--- config.mk ---
export PLATFORM = sky130hd
export DESIGN_NAME = cmd_frame_ctrl
export DESIGN_NICKNAME = d
export VERILOG_FILES = /design/src/rtl/cmd_frame_pkg.sv /design/src/rtl/frame_timer.sv /design/src/rtl/cmd_frame_ctrl.sv
export SDC_FILE = /design/constraint.sdc
export NUM_CORES = 1
export LEC_CHECK = 0
export ABC_CLOCK_PERIOD_IN_PS = 7600
export CAP_MARGIN = 40
export CORE_AREA = 2 2 90 92
export CTS_CLUSTER_DIAMETER = 40
export DETAILED_ROUTE_END_ITERATION = 7
export DIE_AREA = 0 0 92 94
export GPL_ROUTABILITY_DRIVEN = 0
export HOLD_SLACK_MARGIN = 0.1
export PLACE_DENSITY = 0.84
export SLEW_MARGIN = 20
export SYNTH_ARGS = -nofsm -noshare
export SYNTH_HDL_FRONTEND = slang
export SYNTH_SLANG_ARGS = --single-unit
export TNS_END_PERCENT = 30
--- constraint.sdc ---
create_clock -name i_CLK -period 7.6 [get_ports i_CLK]
set_clock_uncertainty 0.1 [all_clocks]
set_input_delay 1.52 -clock i_CLK [delete_from_list [all_inputs] [get_ports i_CLK]]
set_output_delay 1.52 -clock i_CLK [all_outputs]
set_load 0.005 [all_outputs]
--- src/rtl/cmd_frame_pkg.sv ---
// Shared opcode constants and FSM state encoding for the command frame controller.
package cmd_frame_pkg;

    localparam logic [7:0] OP_WR      = 8'hAA;
    localparam logic [7:0] OP_RD      = 8'hBB;
    localparam logic [7:0] OP_ALU_OP  = 8'hCC;
    localparam logic [7:0] OP_ALU_NOP = 8'hDD;
    localparam logic [7:0] OP_BURST   = 8'hEE;

    typedef enum logic [3:0] {
        ST_IDLE,
        ST_WR_ADDR,
        ST_WR_DATA,
        ST_RD_ADDR,
        ST_RD_REQ,
        ST_RD_WAIT,
        ST_RD_TX,
        ST_ALU_A,
        ST_ALU_B,
        ST_ALU_FUN,
        ST_ALU_WAIT,
        ST_ALU_TX_LO,
        ST_ALU_TX_HI,
        ST_BR_ADDR,
        ST_BR_CNT
    } state_e;

    // States that wait for an RX byte after the opcode.
    function automatic logic is_rx_state(state_e s);
        return s inside {ST_WR_ADDR, ST_WR_DATA, ST_RD_ADDR, ST_ALU_A, ST_ALU_B,
                         ST_ALU_FUN, ST_BR_ADDR, ST_BR_CNT};
    endfunction

    function automatic logic is_timed_state(state_e s);
        return is_rx_state(s) || (s == ST_RD_WAIT) || (s == ST_ALU_WAIT);
    endfunction

endpackage

--- src/rtl/frame_timer.sv ---
// Idle-cycle counter: counts while run is high, restarts on clear, flags expiry.
module frame_timer #(
    parameter int TIMEOUT_CYCLES = 1023
) (
    input  logic clk_i,
    input  logic rst_i,
    input  logic clear,
    input  logic run,
    output logic expired
);

    localparam int CW = $clog2(TIMEOUT_CYCLES + 1);

    logic [CW-1:0] cnt_q;

    assign expired = (cnt_q == CW'(TIMEOUT_CYCLES));

    always_ff @(posedge clk_i or posedge rst_i) begin
        if (rst_i) begin
            cnt_q <= '0;
        end else if (clear) begin
            cnt_q <= '0;
        end else if (run && !expired) begin
            cnt_q <= cnt_q + CW'(1);
        end
    end

endmodule

--- src/rtl/cmd_frame_ctrl.sv ---
// Command frame controller: decodes RX byte frames into register, ALU and TX FIFO operations.
module cmd_frame_ctrl
    import cmd_frame_pkg::*;
#(
    parameter int DATA_WIDTH     = 8,
    parameter int ADDR_WIDTH     = 4,
    parameter int ALU_FUN_WIDTH  = 4,
    parameter int TIMEOUT_CYCLES = 1023,
    parameter int MAX_BURST      = 4
) (
    input  logic                      i_CLK,
    input  logic                      i_RST,
    input  logic [DATA_WIDTH-1:0]     i_RX_P_DATA,
    input  logic                      i_RX_D_VLD,
    input  logic [DATA_WIDTH-1:0]     i_RdData,
    input  logic                      i_RdData_Valid,
    input  logic [2*DATA_WIDTH-1:0]   i_ALU_OUT,
    input  logic                      i_OUT_Valid,
    input  logic                      i_FIFO_FULL,
    output logic [ADDR_WIDTH-1:0]     o_Address,
    output logic [DATA_WIDTH-1:0]     o_WrData,
    output logic                      o_WrEn,
    output logic                      o_RdEn,
    output logic [ALU_FUN_WIDTH-1:0]  o_ALU_FUN,
    output logic                      o_ALU_EN,
    output logic                      o_CLK_EN,
    output logic [DATA_WIDTH-1:0]     o_FIFO_DATA,
    output logic                      o_WR_INC,
    output logic                      o_clk_div_en,
    output logic                      o_frame_err
);

    state_e                     state_q;
    logic [ADDR_WIDTH-1:0]      addr_q;
    logic [DATA_WIDTH-1:0]      burst_cnt_q;
    logic [DATA_WIDTH-1:0]      rd_data_q;
    logic [2*DATA_WIDTH-1:0]    alu_res_q;

    logic [ADDR_WIDTH-1:0]      address_q;
    logic [DATA_WIDTH-1:0]      wr_data_q;
    logic                       wr_en_q;
    logic                       rd_en_q;
    logic [ALU_FUN_WIDTH-1:0]   alu_fun_q;
    logic                       alu_en_q;
    logic                       clk_en_q;
    logic [DATA_WIDTH-1:0]      fifo_data_q;
    logic                       wr_inc_q;
    logic                       clk_div_en_q;
    logic                       frame_err_q;

    logic tmr_run;
    logic tmr_clr;
    logic tmr_exp;

    // Counter restarts on every accepted byte and whenever the FSM leaves the timed states.
    always_comb begin
        tmr_run = is_timed_state(state_q);
        tmr_clr = !tmr_run || (i_RX_D_VLD && is_rx_state(state_q));
    end

    frame_timer #(
        .TIMEOUT_CYCLES(TIMEOUT_CYCLES)
    ) u_timer (
        .clk_i   (i_CLK),
        .rst_i   (i_RST),
        .clear   (tmr_clr),
        .run     (tmr_run),
        .expired (tmr_exp)
    );

    always_ff @(posedge i_CLK or posedge i_RST) begin
        if (i_RST) begin
            state_q      <= ST_IDLE;
            addr_q       <= '0;
            burst_cnt_q  <= '0;
            rd_data_q    <= '0;
            alu_res_q    <= '0;
            address_q    <= '0;
            wr_data_q    <= '0;
            wr_en_q      <= 1'b0;
            rd_en_q      <= 1'b0;
            alu_fun_q    <= '0;
            alu_en_q     <= 1'b0;
            clk_en_q     <= 1'b0;
            fifo_data_q  <= '0;
            wr_inc_q     <= 1'b0;
            clk_div_en_q <= 1'b0;
            frame_err_q  <= 1'b0;
        end else begin
            wr_en_q      <= 1'b0;
            rd_en_q      <= 1'b0;
            alu_en_q     <= 1'b0;
            wr_inc_q     <= 1'b0;
            frame_err_q  <= 1'b0;
            clk_div_en_q <= 1'b1;

            // A received byte wins over an expiry landing in the same cycle.
            if (tmr_exp && !(i_RX_D_VLD && is_rx_state(state_q))
                && !(state_q == ST_RD_WAIT && i_RdData_Valid)
                && !(state_q == ST_ALU_WAIT && i_OUT_Valid)) begin
                frame_err_q <= 1'b1;
                clk_en_q    <= 1'b0;
                state_q     <= ST_IDLE;
            end else begin
                case (state_q)
                    ST_IDLE: begin
                        if (i_RX_D_VLD) begin
                            case (i_RX_P_DATA)
                                DATA_WIDTH'(OP_WR):      state_q <= ST_WR_ADDR;
                                DATA_WIDTH'(OP_RD):      state_q <= ST_RD_ADDR;
                                DATA_WIDTH'(OP_ALU_OP):  state_q <= ST_ALU_A;
                                DATA_WIDTH'(OP_BURST):   state_q <= ST_BR_ADDR;
                                DATA_WIDTH'(OP_ALU_NOP): begin
                                    clk_en_q <= 1'b1;
                                    state_q  <= ST_ALU_FUN;
                                end
                                default:                 frame_err_q <= 1'b1;
                            endcase
                        end
                    end
                    ST_WR_ADDR: begin
                        if (i_RX_D_VLD) begin
                            addr_q  <= i_RX_P_DATA[ADDR_WIDTH-1:0];
                            state_q <= ST_WR_DATA;
                        end
                    end
                    ST_WR_DATA: begin
                        if (i_RX_D_VLD) begin
                            wr_en_q   <= 1'b1;
                            address_q <= addr_q;
                            wr_data_q <= i_RX_P_DATA;
                            state_q   <= ST_IDLE;
                        end
                    end
                    ST_RD_ADDR: begin
                        if (i_RX_D_VLD) begin
                            addr_q      <= i_RX_P_DATA[ADDR_WIDTH-1:0];
                            burst_cnt_q <= DATA_WIDTH'(1);
                            state_q     <= ST_RD_REQ;
                        end
                    end
                    ST_RD_REQ: begin
                        rd_en_q   <= 1'b1;
                        address_q <= addr_q;
                        state_q   <= ST_RD_WAIT;
                    end
                    ST_RD_WAIT: begin
                        if (i_RdData_Valid) begin
                            rd_data_q <= i_RdData;
                            state_q   <= ST_RD_TX;
                        end
                    end
                    ST_RD_TX: begin
                        if (!i_FIFO_FULL) begin
                            wr_inc_q    <= 1'b1;
                            fifo_data_q <= rd_data_q;
                            if (burst_cnt_q > DATA_WIDTH'(1)) begin
                                burst_cnt_q <= burst_cnt_q - DATA_WIDTH'(1);
                                addr_q      <= addr_q + ADDR_WIDTH'(1);
                                state_q     <= ST_RD_REQ;
                            end else begin
                                state_q <= ST_IDLE;
                            end
                        end
                    end
                    ST_ALU_A: begin
                        if (i_RX_D_VLD) begin
                            wr_en_q   <= 1'b1;
                            address_q <= '0;
                            wr_data_q <= i_RX_P_DATA;
                            state_q   <= ST_ALU_B;
                        end
                    end
                    ST_ALU_B: begin
                        if (i_RX_D_VLD) begin
                            wr_en_q   <= 1'b1;
                            address_q <= ADDR_WIDTH'(1);
                            wr_data_q <= i_RX_P_DATA;
                            clk_en_q  <= 1'b1;
                            state_q   <= ST_ALU_FUN;
                        end
                    end
                    ST_ALU_FUN: begin
                        if (i_RX_D_VLD) begin
                            alu_fun_q <= i_RX_P_DATA[ALU_FUN_WIDTH-1:0];
                            alu_en_q  <= 1'b1;
                            state_q   <= ST_ALU_WAIT;
                        end
                    end
                    ST_ALU_WAIT: begin
                        if (i_OUT_Valid) begin
                            alu_res_q <= i_ALU_OUT;
                            clk_en_q  <= 1'b0;
                            state_q   <= ST_ALU_TX_LO;
                        end
                    end
                    ST_ALU_TX_LO: begin
                        if (!i_FIFO_FULL) begin
                            wr_inc_q    <= 1'b1;
                            fifo_data_q <= alu_res_q[DATA_WIDTH-1:0];
                            state_q     <= ST_ALU_TX_HI;
                        end
                    end
                    ST_ALU_TX_HI: begin
                        if (!i_FIFO_FULL) begin
                            wr_inc_q    <= 1'b1;
                            fifo_data_q <= alu_res_q[2*DATA_WIDTH-1:DATA_WIDTH];
                            state_q     <= ST_IDLE;
                        end
                    end
                    ST_BR_ADDR: begin
                        if (i_RX_D_VLD) begin
                            addr_q  <= i_RX_P_DATA[ADDR_WIDTH-1:0];
                            state_q <= ST_BR_CNT;
                        end
                    end
                    ST_BR_CNT: begin
                        if (i_RX_D_VLD) begin
                            if ((i_RX_P_DATA == '0) || (i_RX_P_DATA > DATA_WIDTH'(MAX_BURST))) begin
                                frame_err_q <= 1'b1;
                                state_q     <= ST_IDLE;
                            end else begin
                                burst_cnt_q <= i_RX_P_DATA;
                                state_q     <= ST_RD_REQ;
                            end
                        end
                    end
                    default: state_q <= ST_IDLE;
                endcase
            end
        end
    end

    assign o_Address    = address_q;
    assign o_WrData     = wr_data_q;
    assign o_WrEn       = wr_en_q;
    assign o_RdEn       = rd_en_q;
    assign o_ALU_FUN    = alu_fun_q;
    assign o_ALU_EN     = alu_en_q;
    assign o_CLK_EN     = clk_en_q;
    assign o_FIFO_DATA  = fifo_data_q;
    assign o_WR_INC     = wr_inc_q;
    assign o_clk_div_en = clk_div_en_q;
    assign o_frame_err  = frame_err_q;

endmodule

==> results of run 1 <==
[flip-flops by register name, indices dropped and copies added (netlist names), 4 cells and up]
register,flops
alu_res_q,16
u_timer.cnt_q,10
burst_cnt_q,8
o_FIFO_DATA,8
o_WrData,8
rd_data_q,8
addr_q,4
o_ALU_FUN,4
o_Address,4
state_q,4
[cell usage after synthesis, types with 3 or more instances]
master / count
a21oi_1: 22
buf_1: 4
nand2b_1: 5
buf_2: 11
a211oi_1: 3
nor4_1: 3
a31oi_1: 7
a22oi_1: 12
o21ai_0: 15
mux2_1: 9
a21o_1: 3
nor3_1: 10
nor2b_1: 7
ha_1: 4
nand2_1: 90
inv_1: 14
xnor2_1: 3
mux2_2: 20
nor2_1: 23
nand4_1: 5
nor3b_1: 3
mux2i_1: 10
o21ai_1: 7
xor2_1: 8
clkbuf_1: 3
nand3_1: 14
and3_1: 6
dfrtp_1: 81
[per-stage QoR]
| stage | utilization | instance area (µm²) | hold slack [ps] | power [µW] | instances |
|---|---|---|---|---|---|
| after floorplan | - | 4340 | 346 | 1250 | 452 |
| after global placement | 0.663 | 5050 | 358 | 1500 | 602 |
| after detailed placement | 0.671 | 5110 | 367 | 1550 | 604 |
| after CTS | 0.702 | 5340 | 390 | 1930 | 620 |
| after global routing | 0.702 | 5340 | 406 | 2040 | 620 |
| final | 0.702 | 5340 | 389 | 1920 | 620 |
[path summary, 6_finish.rpt]
check                              startpoint               end  slack (ps)  cells after the start
min in group asynchronous               i_RST  u_timer.cnt_q[8]        1470                      3
max in group asynchronous               i_RST       o_WrData[6]        5360                      4
worst min register to register  alu_res_q[12]     alu_res_q[12]         390                      2
worst max register to register     state_q[2]    o_FIFO_DATA[2]        4330                      6
worst max-delay path               i_RX_D_VLD        state_q[0]        3860                      7
worst min-delay path            alu_res_q[12]     alu_res_q[12]         390                      2
[kinds of logic after synthesis]
group,after synthesis,share of synthesized area
adder cells (fa/ha/maj),4,0.0115
AND/OR/NAND/NOR,188,0.213
XOR/XNOR,11,0.0222
buffers and inverters,35,0.0369
multiplexers,39,0.0984
other,1,0.000864
AO/OA/AOI/OAI,93,0.149
flip-flops,81,0.467
[layout make-up]
cell class,count,area (µm²)
Sequential cell,81,2030
Inverter,14,53.8
Multi-Input combinational cell,336,2160
Timing Repair Buffer,71,743
Clock buffer,10,138
Fill cell,562,2270
Clock inverter,6,95.1
Tap cell,102,128
[report_power, final]
part | leakage, µW | internal (µW) | switching, µW | total, µW
sequential | 0.00103 | 595 | 148 | 743
combinational | 0.00125 | 414 | 398 | 812
clock | 0.000118 | 199 | 168 | 367
total | 0.00239 | 1210 | 715 | 1920
[layout by cell type, fill, tap and decap left out, types with 9 or more instances in the layout]
master / instances
a21oi_1: 22
a22oi_1: 12
clkbuf_8: 10
clkdlybuf4s50_1: 68
dfrtp_1: 81
inv_1: 13
mux2_1: 9
mux2_2: 20
mux2i_1: 10
nand2_1: 90
nand3_1: 14
nor2_1: 23
nor3_1: 10
o21ai_0: 15
[metal layers]
metal,global-route usage,vias to the layer above
met5,0,-
met4,0.0833,0
met3,0.0586,22
met2,0.410,167
met1,0.322,1748
li1,-,1718
[worst register-to-register path, cell delays in order (launching register included)]
cell and delay (ps):
dfrtp_1 780, nand2b_1 440, nor2_1 660, nor2_1 370, a21oi_1 240, nand2_2 190, mux2_1 370
==> results.md, run 1 <==
- Met1 Wirelength: 4.36 mm
- Die area: just under 9000 µm²
- Largest net degree at the start of global routing: 51
- Number of global-route vias before repair: 3599
- PortBufs: 68
- #FFs+latches synth: 81
- DR vias: 3655
- Unrepaired setup endpoints after global routing: false
- Worst path bufs/invs: 1
- Drt wl/cell: 16.6 µm
- Post-DRT Antenna Nets: 0
- Post-synth top flop: dfrtp_1
- Crit Path Class: in2reg
- Top routing layer used: met4
- Critical path arrival: 3920 ps
- Initial drt markers: 289
- Root buf cell: clkbuf_8
- Critical path peak fanout: 14
- Clock-pin slew on the worst setup and hold paths: 90 ps
- Starting Density: 0.570
- CTS tree: yes
- Period utilization: 0.492
- Top cell type's share of synthesized area: 0.467
- Clock latency on the worst-skew pair: 360 ps
- Setup WS pre-CTS: 3550 ps
- Die Y: 94 µm
- FP Rows: 32
- CP endpoint kind: register
- DR pass1 iterations: 6
- WL met2: about 5.0 mm
- # diodes: 0
- Initial antenna violation count: 0
- Detail Placement HPWL: slightly above 7 mm
- Nets: around 560
- Hold_buf cts: 0
- Leak: ~0.0024 µW
- Mapped Nets: 494
- Setup TNS Final: 0 ps
- Largest area contributor in the netlist: dfrtp_1
- Crit-path slowest cell: clkdlybuf4s50_1
- Bufs on Longest Clock Path: 2
- Post-synthesis async set-or-reset flop share: 1.00
- CTS resizes: 0
- Syn-to-layout area delta: 23.1%
- Post-layout minimum cycle time: 3740 ps
- Status: finished, final reports clean
- Worst Max-Slew Pin Slew: 835 ps
- Final Hold Viols: 0
- Total of max-cap violations: 0
- Mapped Cells: approximately 450
- PnR worst setup slack: about 3900 ps
- Yosys cell types: 69
- F_max: 268 MHz
- Synth area leaders: dfrtp_1, nand2_1, mux2_2
- Setup bufs post-CTS: 0
- Die W: 92 µm
- DRC errors left: 0
- Vias per cell: 5.90
- Clock Sink Count: between 80 and 90
- Slew Viols, Final: 0
- CTS Buf Count: 9
- Synth warn: 0
- Share of cells above drive strength 1: 0.118
- GRT Util Overall: 0.248
- Htree depth: 3
- Post-synthesis area per instance: 9.60 µm²
- Synth Cell Area: 4340 µm²
- Startpoint types: input port
- Top Ports: 69
- CORE AREA: 7610 µm²
- First-pass GRT wire length: approximately 17 mm
- VDD IR max: 0.225 mV
- PwrDens: 360 nW/µm²
- Setup violators final: 0
- Met3 WL: 693 µm
- CP max stage delay: 790 ps
- Sequential element share of the synthesized area: 0.467
- Post-synth EDFFs: 0
- Rel. slew slack: 0.440
- CP top delay family: compound AO/OA/AOI/OAI gates
- CP cell instances: clkdlybuf4s50_1 > nand2b_1 > o21ai_1 > a221oi_1 > a21oi_1 > a2111oi_4 > mux2i_1
- Worst hold path type: reg2reg
- Grt total ovfl: 0
- Final WL: 10.3 mm
- WP data required: a little under 8000 ps
No activity file was read; power rests on OpenSTA's default activity.
==> run 2: changes to the inputs <==
- ABC_CLOCK_PERIOD_IN_PS: 7600 -> 3570
- CORE_AREA: 2 2 90 92 -> 2 2 93 95
- DIE_AREA: 0 0 92 94 -> 0 0 95 97
- PLACE_DENSITY: 0.84 -> 0.79
- clock period: 7.6 -> 3.57 ns (I/O delays scaled with it)
==> run 2 against run 1 <==
Non-clock buffer count rose by 14. Register-to-register slack worse by 3700 ps. First-iteration DRC count fell by 22%. Clock power grew 87%. Routed wire length rose by 0.80%.
==> results.md, run 2 (synthesis gave the netlist of run 1 again) <==
- Root buf cell: clkbuf_8
- Vias per cell: 5.82
- Starting Density: 0.533
- DRC errors left: 0
- Worst Hold Endpoint: alu_res_q[14]
- Syn-to-layout area delta: 24.5%
- Unrepaired setup endpoints after global routing: false
- Critical path peak fanout: 21
- Startpoint types: register
- Crit-path slowest cell: dfrtp_1
- Most frequent cells in the layout: nand2_1, dfrtp_1, clkdlybuf4s50_1
- Setup TNS Final: 0 ps
- Final Hold Viols: 0
- F_max: roughly 340 MHz
- Most common cell after layout, fill and taps aside: nand2_1
- Leak: 0.00244 µW
- Final WL: 10.4 mm
- First-pass GRT wire length: 17.8 mm
- Slew Viols, Final: 0
- Htree depth: 3
- Hold_sp: alu_res_q[14]
- Clock-pin slew on the worst setup and hold paths: around 80 ps
- PnR worst setup slack: 630 ps
- VDD IR max: about 0.4 mV
- GRT Util Overall: 0.242
- Placed cells: 620
- Non-filler cells, final: 637
- Placed cell area: 5190 µm²
- Max reg flops: 16
- Die area: 9220 µm²
- # diodes: 0
- CTS tree: yes
- Top Ports: a little under 70
- Register-to-Register Path Depth: 6
- Rel. slew slack: 0.538
- Worst hold stages: 2
- Number of global-route vias before repair: 3629
- Total of max-cap violations: 0
- Crit path top cell by count: nor2_1
- Clock Sink Count: 81
- Critical path arrival: 3080 ps
- CP max stage delay: 740 ps
- PortBufs: 68
- Worst Setup SP: state_q[3]
- Grt total ovfl: 0
- Die W: 95 µm
- Worst reg2reg startpoint: state_q[3]
- Drt wl/cell: ~16 µm
- Nets: 569
- Largest net degree at the start of global routing: 34
- Post-DRT Antenna Nets: 0
- Post-layout minimum cycle time: 2940 ps
- R2R setup slack: 630 ps
- CTS resizes: 0
- CORE AREA: between 8000 and 9000 µm²
- Detail Placement HPWL: 7.49 mm
- DR pass1 iterations: 5
- Initial antenna violation count: 0
- CP cell instances: nand2b_1 > nor2_1 > nor2_1 > a21oi_1 > nand2_2 > mux2_1
- Bufs on Longest Clock Path: 2
- Setup bufs post-CTS: 0
- WP data required: 3710 ps
- Initial drt markers: between 200 and 250
- Worst R2R End: o_FIFO_DATA[2]
- Hold_buf cts: 0
- Final Cell Area: 5400 µm²
- Setup WS pre-CTS: about 470 ps
- Crit Path Class: reg2reg
- Top reg by flops: alu_res_q
- CTS Buf Count: 9
- Clock latency on the worst-skew pair: around 370 ps
- CP endpoint kind: register
- DR vias: 3708
- Setup violators final: 0
- Share of cells above drive strength 1: 0.139
- Layout fillers: between 600 and 700
- PwrDens: 744 nW/µm²
- Worst Max-Slew Pin Slew: 690 ps
- Status: finished, final reports clean
- Die Y: approximately 97 µm
- FP Rows: 33
- Worst hold path type: reg2reg
- Top flop regs: alu_res_q x16, u_timer.cnt_q x10
- Period utilization: 0.823
## run 2: cell count changes in the layout (fill, tap and decap cells not counted)
cell       previous run  this run
buf_4                 1        14
inv_6                 4         2
clkbuf_4              0         1
clkbuf_8             10         9
bufinv_16             2         1
buf_12                0         2
buf_16                2         0
clkinv_2              1         2
o31ai_2               1         0
o31ai_1               0         1
clkinv_4              0         3
## run 2: routing by layer
layer / global-route usage / wire (µm) / vias up
met5: 0 / 0 / -
met4: 0.0858 / 201 / 0
met3: 0.0397 / 638 / 17
met2: 0.386 / 5100 / 134
met1: 0.333 / 4440 / 1809
li1: - / - / 1748
## run 2: final cells by class
cell class / count / area, µm² / area share
multi-input combinational: 336 / 2150 / 0.398
sequential: 81 / 2030 / 0.375
timing repair buffer: 85 / 833 / 0.154
tap: 105 / 131 / 0.0243
clock buffer: 9 / 124 / 0.0229
clock inverter: 7 / 78.8 / 0.0146
inverter: 14 / 53.8 / 0.00997
## run 2: power by group
| part | total [µW] | switching (µW) | internal, µW |
|---|---|---|---|
| Sequential | 1530 | 266 | 1270 |
| Combinational | 1800 | 883 | 912 |
| Clock | 687 | 357 | 330 |
| Total | 4020 | 1510 | 2510 |
## run 2: how the worst max path moves through the flow
stage / to / slack [ps]
final: o_FIFO_DATA[2] / 630
after CTS: o_FIFO_DATA[2] / 640
after detailed placement: state_q[0] / 470
after global placement: state_q[0] / 570
after global routing: o_FIFO_DATA[0] / 390
after floorplan: addr_q[0] / 680
## run 2: stage by stage
stage	utilization	hold WS (ps)	power, µW
6_report	0.664	384	4020
5_1_grt	0.664	421	4320
4_1_cts	0.663	386	4030
3_5_place_dp	0.638	364	3330
3_3_place_gp	0.635	358	3270
2_1_floorplan	-	346	2650
## run 2: worst max-delay path: cells and delay by family (launching register included)
family	cells	cell delay, ps
AO/OA/AOI/OAI	1	240
flip-flops	1	740
multiplexers	1	360
AND/OR/NAND/NOR	4	1380
